## src/rtl/sync_fifo_flags.sv

```systemverilog
// Synchronous FIFO with count, status flags, error pulses and
// a selectable registered or first-word-fall-through read port.
module sync_fifo_flags #(
    parameter type dtype      = logic [7:0],
    parameter int  BUFF_SIZE  = 8,
    parameter bit  FWFT       = 1'b0,
    parameter int  AFULL_LVL  = BUFF_SIZE - 2,
    parameter int  AEMPTY_LVL = 1
) (
    input  logic                         clk,
    input  logic                         rst,
    input  logic                         push,
    input  logic                         pop,
    input  dtype                         data_in,
    output dtype                         data_out,
    output logic                         out_valid,
    output logic [$clog2(BUFF_SIZE+1)-1:0] count,
    output logic                         full,
    output logic                         empty,
    output logic                         almost_full,
    output logic                         almost_empty,
    output logic                         overflow,
    output logic                         underflow
);

    localparam int AW = (BUFF_SIZE > 1) ? $clog2(BUFF_SIZE) : 1;
    localparam int CW = $clog2(BUFF_SIZE + 1);

    generate
        if (BUFF_SIZE < 2) begin : g_bad_size
            $error("sync_fifo_flags: BUFF_SIZE must be >= 2");
        end
        if (AFULL_LVL < 1 || AFULL_LVL > BUFF_SIZE) begin : g_bad_afull
            $error("sync_fifo_flags: AFULL_LVL out of range");
        end
        if (AEMPTY_LVL < 0 || AEMPTY_LVL > BUFF_SIZE - 1) begin : g_bad_aempty
            $error("sync_fifo_flags: AEMPTY_LVL out of range");
        end
    endgenerate

    dtype          mem [BUFF_SIZE];
    logic [AW-1:0] wp;
    logic [AW-1:0] rp;
    logic [CW-1:0] cnt;
    logic          pop_ok;
    logic          push_ok;

    // Flags come only from the registered occupancy.
    assign count        = cnt;
    assign full         = (cnt == CW'(BUFF_SIZE));
    assign empty        = (cnt == '0);
    assign almost_full  = (cnt >= CW'(AFULL_LVL));
    assign almost_empty = (cnt <= CW'(AEMPTY_LVL));

    // A pop frees a slot in the same cycle, so push at full is fine with pop.
    assign pop_ok  = pop & ~empty;
    assign push_ok = push & (~full | pop_ok);

    // Storage write; contents survive reset, requests ignored in reset.
    always_ff @(posedge clk) begin
        if (rst && push_ok) begin
            mem[wp] <= data_in;
        end
    end

    // Pointers, occupancy and error pulses.
    always_ff @(posedge clk or negedge rst) begin
        if (!rst) begin
            wp        <= '0;
            rp        <= '0;
            cnt       <= '0;
            overflow  <= 1'b0;
            underflow <= 1'b0;
        end else begin
            if (push_ok) begin
                wp <= (wp == AW'(BUFF_SIZE - 1)) ? '0 : wp + AW'(1);
            end
            if (pop_ok) begin
                rp <= (rp == AW'(BUFF_SIZE - 1)) ? '0 : rp + AW'(1);
            end
            case ({push_ok, pop_ok})
                2'b10:   cnt <= cnt + CW'(1);
                2'b01:   cnt <= cnt - CW'(1);
                default: cnt <= cnt;
            endcase
            overflow  <= push & ~push_ok;
            underflow <= pop & ~pop_ok;
        end
    end

    generate
        if (FWFT) begin : g_fwft
            // Head of queue shown directly; zero when nothing is stored.
            always_comb begin
                data_out  = '0;
                out_valid = 1'b0;
                if (!empty) begin
                    data_out  = mem[rp];
                    out_valid = 1'b1;
                end
            end
        end else begin : g_std
            dtype dout_q;
            logic vld_q;

            // Registered read: capture head on accepted pop, hold otherwise.
            always_ff @(posedge clk or negedge rst) begin
                if (!rst) begin
                    dout_q <= '0;
                    vld_q  <= 1'b0;
                end else begin
                    if (pop_ok) begin
                        dout_q <= mem[rp];
                    end
                    vld_q <= pop_ok;
                end
            end

            assign data_out  = dout_q;
            assign out_valid = vld_q;
        end
    endgenerate

endmodule

```

## config.mk

```make
export PLATFORM = sky130hd
export DESIGN_NAME = sync_fifo_flags
export DESIGN_NICKNAME = d
export VERILOG_FILES = /design/src/rtl/sync_fifo_flags.sv
export SDC_FILE = /design/constraint.sdc
export NUM_CORES = 1
export LEC_CHECK = 0
export CAP_MARGIN = 10
export CORE_MARGIN = 1
export CORE_UTILIZATION = 50
export DETAILED_ROUTE_END_ITERATION = 8
export GPL_TIMING_DRIVEN = 0
export PLACE_DENSITY = 0.8
export SLEW_MARGIN = 20
export SYNTH_ARGS = -nofsm -noshare
export SYNTH_HDL_FRONTEND = slang
export SYNTH_SLANG_ARGS = --single-unit
```

## constraint.sdc

```tcl
create_clock -name clk -period 2.5 [get_ports clk]
set_clock_uncertainty 0.05 [all_clocks]
set_input_delay 0.625 -clock clk [delete_from_list [all_inputs] [get_ports clk]]
set_output_delay 0.625 -clock clk [all_outputs]
set_load 0.03 [all_outputs]
```

==> results of run 1 <==
where the power goes:
part	internal (W)	total, W	switching [W]	leakage (nW)
logic	0.000772	0.00186	0.00109	0.718
registers	0.00176	0.00194	0.000177	0.830
clock network	0.000377	0.000901	0.000524	0.0963
cells by family (layout without fill, tap and decap cells):
group,Yosys count,after routing
AOI/OAI and AO/OA,22,22
xor gates and xnor gates,5,5
adders and majority gates,9,9
buffers and inverters,14,69
DFF,85,85
muxes,37,37
and+or+nand+nor,68,68
per-stage QoR:
stage	worst slack [ps]	setup TNS, ps	total power [W]
2_1_floorplan	106	0	0.00313
3_3_place_gp	-892	-53690	0.00368
3_5_place_dp	-1060	-60020	0.00373
4_1_cts	12.5	0	0.00466
5_1_grt	-107	-2100	0.00496
6_report	-1.40	-1.40	0.00470
flip-flops by register name (all words and copies together) (netlist names):
signal / cells
count: 4
wp: 3
mem: 64
underflow: 1
overflow: 1
data_out: 8
out_valid: 1
rp: 3
critical path: cells and delay by family:
| family | cells | cell delay (ps) |
|---|---|---|
| simple gates | 4 | 1240 |
| buf+inv | 1 | 570 |
metal layers:
metal	vias to the layer above	part of all wire [%]	global-route usage [%]	routed length (um)
li1	995	-	-	-
met1	1040	42	26.1	2980
met2	67	50	32.8	3560
met3	11	5.5	4.23	389
met4	0	1.8	10.8	128
met5	-	0	0	0
Yosys cell counts, types with 5 or more instances:
master    count
nor2_1       13
buf_2         5
nand3_1       9
edfxtp_1     64
a22oi_1      16
nand2b_1      5
ha_1          9
nand2_1      24
mux2i_1      34
dfrtp_1      21
nor3_1        5
how the worst max path moves through the flow:
stage | slack [ps] | to | startpoint | depth (start not counted)
2_1_floorplan | 110 | mem[3][0] | count[0] | 6
3_3_place_gp | -890 | mem[1][4] | rst | 3
3_5_place_dp | -1060 | mem[1][5] | rst | 3
4_1_cts | 10 | empty | count[1] | 5
5_1_grt | -110 | mem[7][6] | pop | 5
6_report | -1 | mem[7][6] | pop | 5
repair_timing:
| action | in CTS | in global routing |
|---|---|---|
| resized for setup | 26 | 3 |
| hold buffers | 0 | 0 |
| pin swaps | 2 | 0 |
| setup endpoints to repair | 68 | 58 |
| buffers inserted | 4 | 5 |
| endpoints found under the hold margin | 0 | 0 |
final cells by class:
cell class                 instances  share of cell area (%)
sequential                        85                    57.4
multi-input combinational        141                    25.3
timing repair buffer              39                    8.79
clock buffer                       9                    2.90
tap                               96                    2.81
clock inverter                     7                    1.32
buffer                             9                    1.11
inverter                           5                   0.439
==> summary.md, run 1 <==
| Metric | Value |
|---|---|
| Worst-Margin Slew | `777 ps` |
| Final std cells w/o fill | `391` |
| Register-to-Register Path Depth | `6` |
| Maximum vdd drop | `461 uV` |
| 1st-pass router iterations | `4` |
| Vias | `2113` |
| Cell variety after synth | `30` |
| CP max stage delay | `570 ps` |
| Post-synth net total | `261` |
| Reg-to-Reg End | `mem[7][6]` |
| Clock Tree Buf Depth | `2` |
| Clk slew on worst S/H paths | `90 ps` |
| Worst R2R Start | `count[0]` |
| Top_reg_cell synth | `edfxtp_1` |
| Critical Path End Type | `register` |
| I/O pin cnt | `31` |
| Pins Over Slew Limit | `0` |
| Die Height | `86.1 um` |
| Asr flop ratio synth | `24.7%` |
| ANT nets after route | `0` |
| Fin. Hold Viols | `0` |
| Leakage | `1.64 nW` |
| CP Launch Type | `input pin` |
| Row cnt | `30` |
| EDFF count, synth | `64` |
| First-pass GRT wire length | `10700 um` |
| Core box area | `6790 um^2` |
| Number of global-route vias before repair | `2103` |
| CP Class | `in2reg` |
| Hold Crit Class | `in2async` |
| Avg Vias per Cell | `5.40` |
| Final Cycle Share | `100%` |
| Synth area leader | `edfxtp_1` |
| Most common cell after layout, fill and taps aside | `edfxtp_1` |
| Post-Synth Simple-Gate Area | `9.31%` |
| Highest-count cells in the layout ignoring fill and taps | `64 x edfxtp_1, 34 x mux2i_1, 25 x clkdlybuf4s50_1` |
| Maximum number of pins on one net before global-route repair | `24` |
| Rel. slew slack | `48.0%` |
| Sink Count | `85` |
| Final net count | `311` |
| Total GRT Usage | `20.4%` |
| Insertion delay to the later sink of the worst-skew pair | `350 ps` |
| Yosys synthesis warning count | `0` |
| Initial DRC Count | `120` |
| Max frequency | `400 MHz` |
| Max-capacitance violation count | `0` |
| Synthesized area | `3540 um^2` |
| CTS tree | `done` |
| Synth top area share | `54.4%` |
| Placed Area | `3970 um^2` |
| Initial Util | `52.0%` |
| Final HPWL from detailed placement | `4280 um` |
| PwrDens | `1100 nW/um^2` |
| Main combinational cell family by area after synthesis | `multiplexers` |
| Post-synthesis compound-gate area fraction | `4.60%` |
| Htree depth | `3` |
| Sequential cell area | `2450 um^2` |
| Gp weighted congestion | `0.799` |
| Worst Path Required | `2440 ps` |
| Failing checks | `setup timing` |
| Number of remaining DRC errors | `0` |
| Area of the multi-input gates | `1080 um^2` |
| Seq/Total Area, Yosys | `69.2%` |
| Post-Synth XOR/XNOR Area | `1.24%` |
| Overflow after GRT | `0` |
| CP max stage cell | `clkdlybuf4s50_1` |
| Post-synthesis adder-cell area fraction | `3.18%` |
| Share of cells above drive strength 1 | `17.3%` |
| WL/cell | `18.1 um` |
| Status | `complete, but fails checks` |
| Root Buffer | `clkbuf_8` |
| Mapped Cells | `240` |
| TritonCTS Buffers | `9` |
| RSZ-0062 raised after global routing | `true` |
| Setup Viol. Count Final | `1` |
| Crit path max fanout | `8` |
| CP arrival | `2440 ps` |
| Yosys reg bits | `85` |
| IO Port Bufs | `30` |
| Critical Path, Cell by Cell | `clkdlybuf4s50_1 -> nor4bb_1 -> nor2b_2 -> nand3_1 -> nor2_2` |
| Fraction of synthesized area in multiplexers | `10.6%` |
| Min cycle time layout | `2500 ps` |
| Total Die Area | `7410 um^2` |
| Syn Area/Cell | `14.7 um^2` |
| Total wire length | `7060 um` |
| Setup ws final | `-1.40 ps` |
| Fin area | `4270 um^2` |
| Util after Layout | `62.9%` |
| R2R Setup Slk | `140 ps` |
| Min Hold Slack | `308 ps` |
| Area grow syn2layout | `20.8%` |
| Die width | `86.1 um` |
| Fillers | `514` |
| Initial antenna violation count | `0` |
| Synth top area cells | `edfxtp_1 54%, dfrtp_1 15%, mux2i_1 9.6%, a22oi_1 3.4%, ha_1 3.2%` |
| Placed Cells | `366` |
| Diodes inserted | `0` |
Power figures use the tool's default switching activity.
==> run 2: changes to the inputs <==
Settings changed: CELL_PAD_IN_SITES_DETAIL_PLACEMENT set to 0, CELL_PAD_IN_SITES_GLOBAL_PLACEMENT set to 1, CORE_UTILIZATION 50 to 45, CTS_BUF_LIST set to sky130_fd_sc_hd__clkbuf_4, PLACE_DENSITY 0.8 to 0.85.
==> run 2 against run 1 <==
Net effect:
- the run now ends clean
- sequential power about the same
- via count decreased by 2.3%
- power decreased by 5.6%
- global-route usage decreased by 2.4 points
- wire length decreased by 2.8%
- register-to-register slack got worse by 30 ps
- count of clock-buffer cells in the layout increased by 2
- core utilization decreased by 6.3 points
- highest routed layer unchanged
- combinational power about the same
- setup slack improved by 39 ps
==> summary.md, run 2 (synthesis results as in run 1) <==
| Metric | Value |
|---|---|
| Status | `completed` |
| Reg-to-Reg End | `mem[7][3]` |
| Setup Viol. Count Final | `0 (-1)` |
| Clk slew on worst S/H paths | `130 ps (+40 ps)` |
| Rel. slew slack | `48.0% (about the same)` |
| Hold Crit Class | `in2async` |
| Avg Vias per Cell | `5.28 (-2.3%)` |
| Worst-Margin Slew | `777 ps (+0.0185 ps)` |
| CP Launch Type | `input pin` |
| Worst Path Required | `2510 ps (+70 ps)` |
| Total Die Area | `8220 um^2 (+11%)` |
| Min cycle time layout | `2460 ps (-38.9 ps)` |
| Die Height | `90.6 um (+5.3%)` |
| First-pass GRT wire length | `10700 um (-0.13%)` |
| Fin. Hold Viols | `0 (unchanged)` |
| Final std cells w/o fill | `391 (unchanged)` |
| Vias | `2065 (-2.3%)` |
| Number of remaining DRC errors | `0 (unchanged)` |
| Root Buffer | `clkbuf_4` |
| Setup ws final | `37.5 ps (+38.9 ps)` |
| Crit path max fanout | `8 (unchanged)` |
| CTS tree | `done` |
| Dpl ws | `-1030 ps (+29.5 ps)` |
| Post-cts hold buffer count | `0 (unchanged)` |
| TritonCTS Buffers | `9 (unchanged)` |
| Sequential cell area | `2450 um^2 (unchanged)` |
| R2R Setup Slk | `110 ps (-30 ps)` |
| Clock Tree Buf Depth | `2 (unchanged)` |
| Die width | `90.6 um (+5.3%)` |
| Number of global-route vias before repair | `2041 (-2.9%)` |
| Share of cells above drive strength 1 | `17.1% (-0.16 points)` |
| Final HPWL from detailed placement | `4300 um (+0.46%)` |
| Pins Over Slew Limit | `0 (unchanged)` |
| Worst R2R Start | `count[1]` |
| Max reg flops | `64 (unchanged)` |
| Max frequency | `406 MHz (+1.6%)` |
| Area grow syn2layout | `18.4%` |
| Maximum number of pins on one net before global-route repair | `24 (unchanged)` |
| Maximum vdd drop | `512 uV (+11%)` |
| I/O pin cnt | `31 (unchanged)` |
| Initial DRC Count | `134 (+12%)` |
| Htree depth | `3 (unchanged)` |
| IO Port Bufs | `30 (unchanged)` |
| Row cnt | `31 (+3.3%)` |
| Highest-count cells in the layout ignoring fill and taps | `64 x edfxtp_1, 34 x mux2i_1, 25 x clkdlybuf4s50_1` |
| Total GRT Usage | `18.0% (-2.4 points)` |
| Sink Count | `85 (unchanged)` |
| Initial antenna violation count | `0 (unchanged)` |
| Final net count | `308 (-0.96%)` |
| Max-capacitance violation count | `0 (unchanged)` |
| WL/cell | `17.5 um (-2.8%)` |
| Initial Util | `47.7% (-4.3 points)` |
| Insertion delay to the later sink of the worst-skew pair | `420 ps (+70 ps)` |
| CP Class | `in2reg` |
| Area of the multi-input gates | `1090 um^2 (+0.93%)` |
| Fillers | `608 (+18%)` |
| Placed Cells | `369 (+0.82%)` |
| Util after Layout | `56.5% (-6.3 points)` |
| Critical Path End Type | `register` |
| Final Cycle Share | `98.5% (-1.6 points)` |
| Leakage | `1.58 nW (-3.6%)` |
| Min Hold Slack | `246 ps (-61.9 ps)` |
| Largest Register | `mem` |
| CP arrival | `2470 ps (+30 ps)` |
| RSZ-0062 raised after global routing | `true` |
| Total power | `0.00443 W (-5.6%)` |
| Total wire length | `6860 um (-2.8%)` |
| Core box area | `7410 um^2 (+9.0%)` |
| Most common cell after layout, fill and taps aside | `edfxtp_1` |
| Diodes inserted | `0 (unchanged)` |
| PwrDens | `1060 nW/um^2 (-3.7%)` |
| Overflow after GRT | `0 (unchanged)` |
| Register-to-Register Path Depth | `6 (unchanged)` |
| ANT nets after route | `0 (unchanged)` |
| 1st-pass router iterations | `5 (+1)` |
| Gp weighted congestion | `0.777 (-2.7%)` |
[run 2: cell count changes in the layout (fill, tap and decap cells not counted), moves of 3 or more]
cell / previous run / this run
inv_4: 0 / 3
buf_4: 9 / 6
clkbuf_8: 9 / 0
inv_2: 4 / 1
dlygate4sd2_1: 3 / 0
inv_6: 3 / 0
clkbuf_4: 0 / 11
[run 2: worst max-delay path by stage]
stage / startpoint / end / cells after the start
detailed placement: rst / mem[6][7] / 3
global route: pop / mem[7][0] / 5
finish: pop / mem[7][3] / 5
CTS: pop / mem[6][4] / 5
global placement: rst / mem[7][7] / 3
floorplan: count[0] / mem[3][0] / 6
[run 2: cell type report]
class / count / area share, %
clock inverter: 5 / 0.687
tap: 99 / 2.96
timing repair buffer: 36 / 8.10
multi-input combinational: 141 / 26.0
clock buffer: 11 / 1.97
inverter: 5 / 0.627
sequential: 85 / 58.5
buffer: 9 / 1.14
[run 2: repair_timing]
| action | 4_1_cts | 5_1_grt |
|---|---|---|
| resized for setup | 32 | 9 |
| endpoints found under the setup margin | 68 | 42 |
| pin swaps | 0 | 1 |
| buffers inserted | 4 | 2 |
[run 2: where the power goes]
| part | internal, W | switching [W] | total [W] | leakage (nW) |
|---|---|---|---|---|
| Combinational | 0.000766 | 0.00106 | 0.00183 | 0.695 |
| Clock | 0.000221 | 0.000431 | 0.000652 | 0.0603 |
| Sequential | 0.00176 | 0.000193 | 0.00195 | 0.830 |
| Total | 0.00275 | 0.00169 | 0.00443 | 1.58 |
[run 2: metal layers]
| metal | GRT usage, % | up-vias | routed length, um |
|---|---|---|---|
| met4 | 8.47 | 0 | 130 |
| met1 | 23.7 | 1005 | 2960 |
| met2 | 29.2 | 66 | 3380 |
| met5 | 0 | - | 0 |
| li1 | - | 984 | - |
| met3 | 2.95 | 10 | 393 |
[run 2: worst max-delay path: stages]
cell,delay (ps)
clkdlybuf4s50_1,580
nor4bb_1,130
nor2b_2,240
nand3_1,270
nor2_2,610
[run 2: through the flow]
step | setup TNS, ps | area [um^2]
after floorplan | 0 | 3550
after global placement | -57870 | 3970
after detailed placement | -60800 | 3970
after CTS | -183 | 4160
after global routing | -150 | 4190
final | 0 | 4190
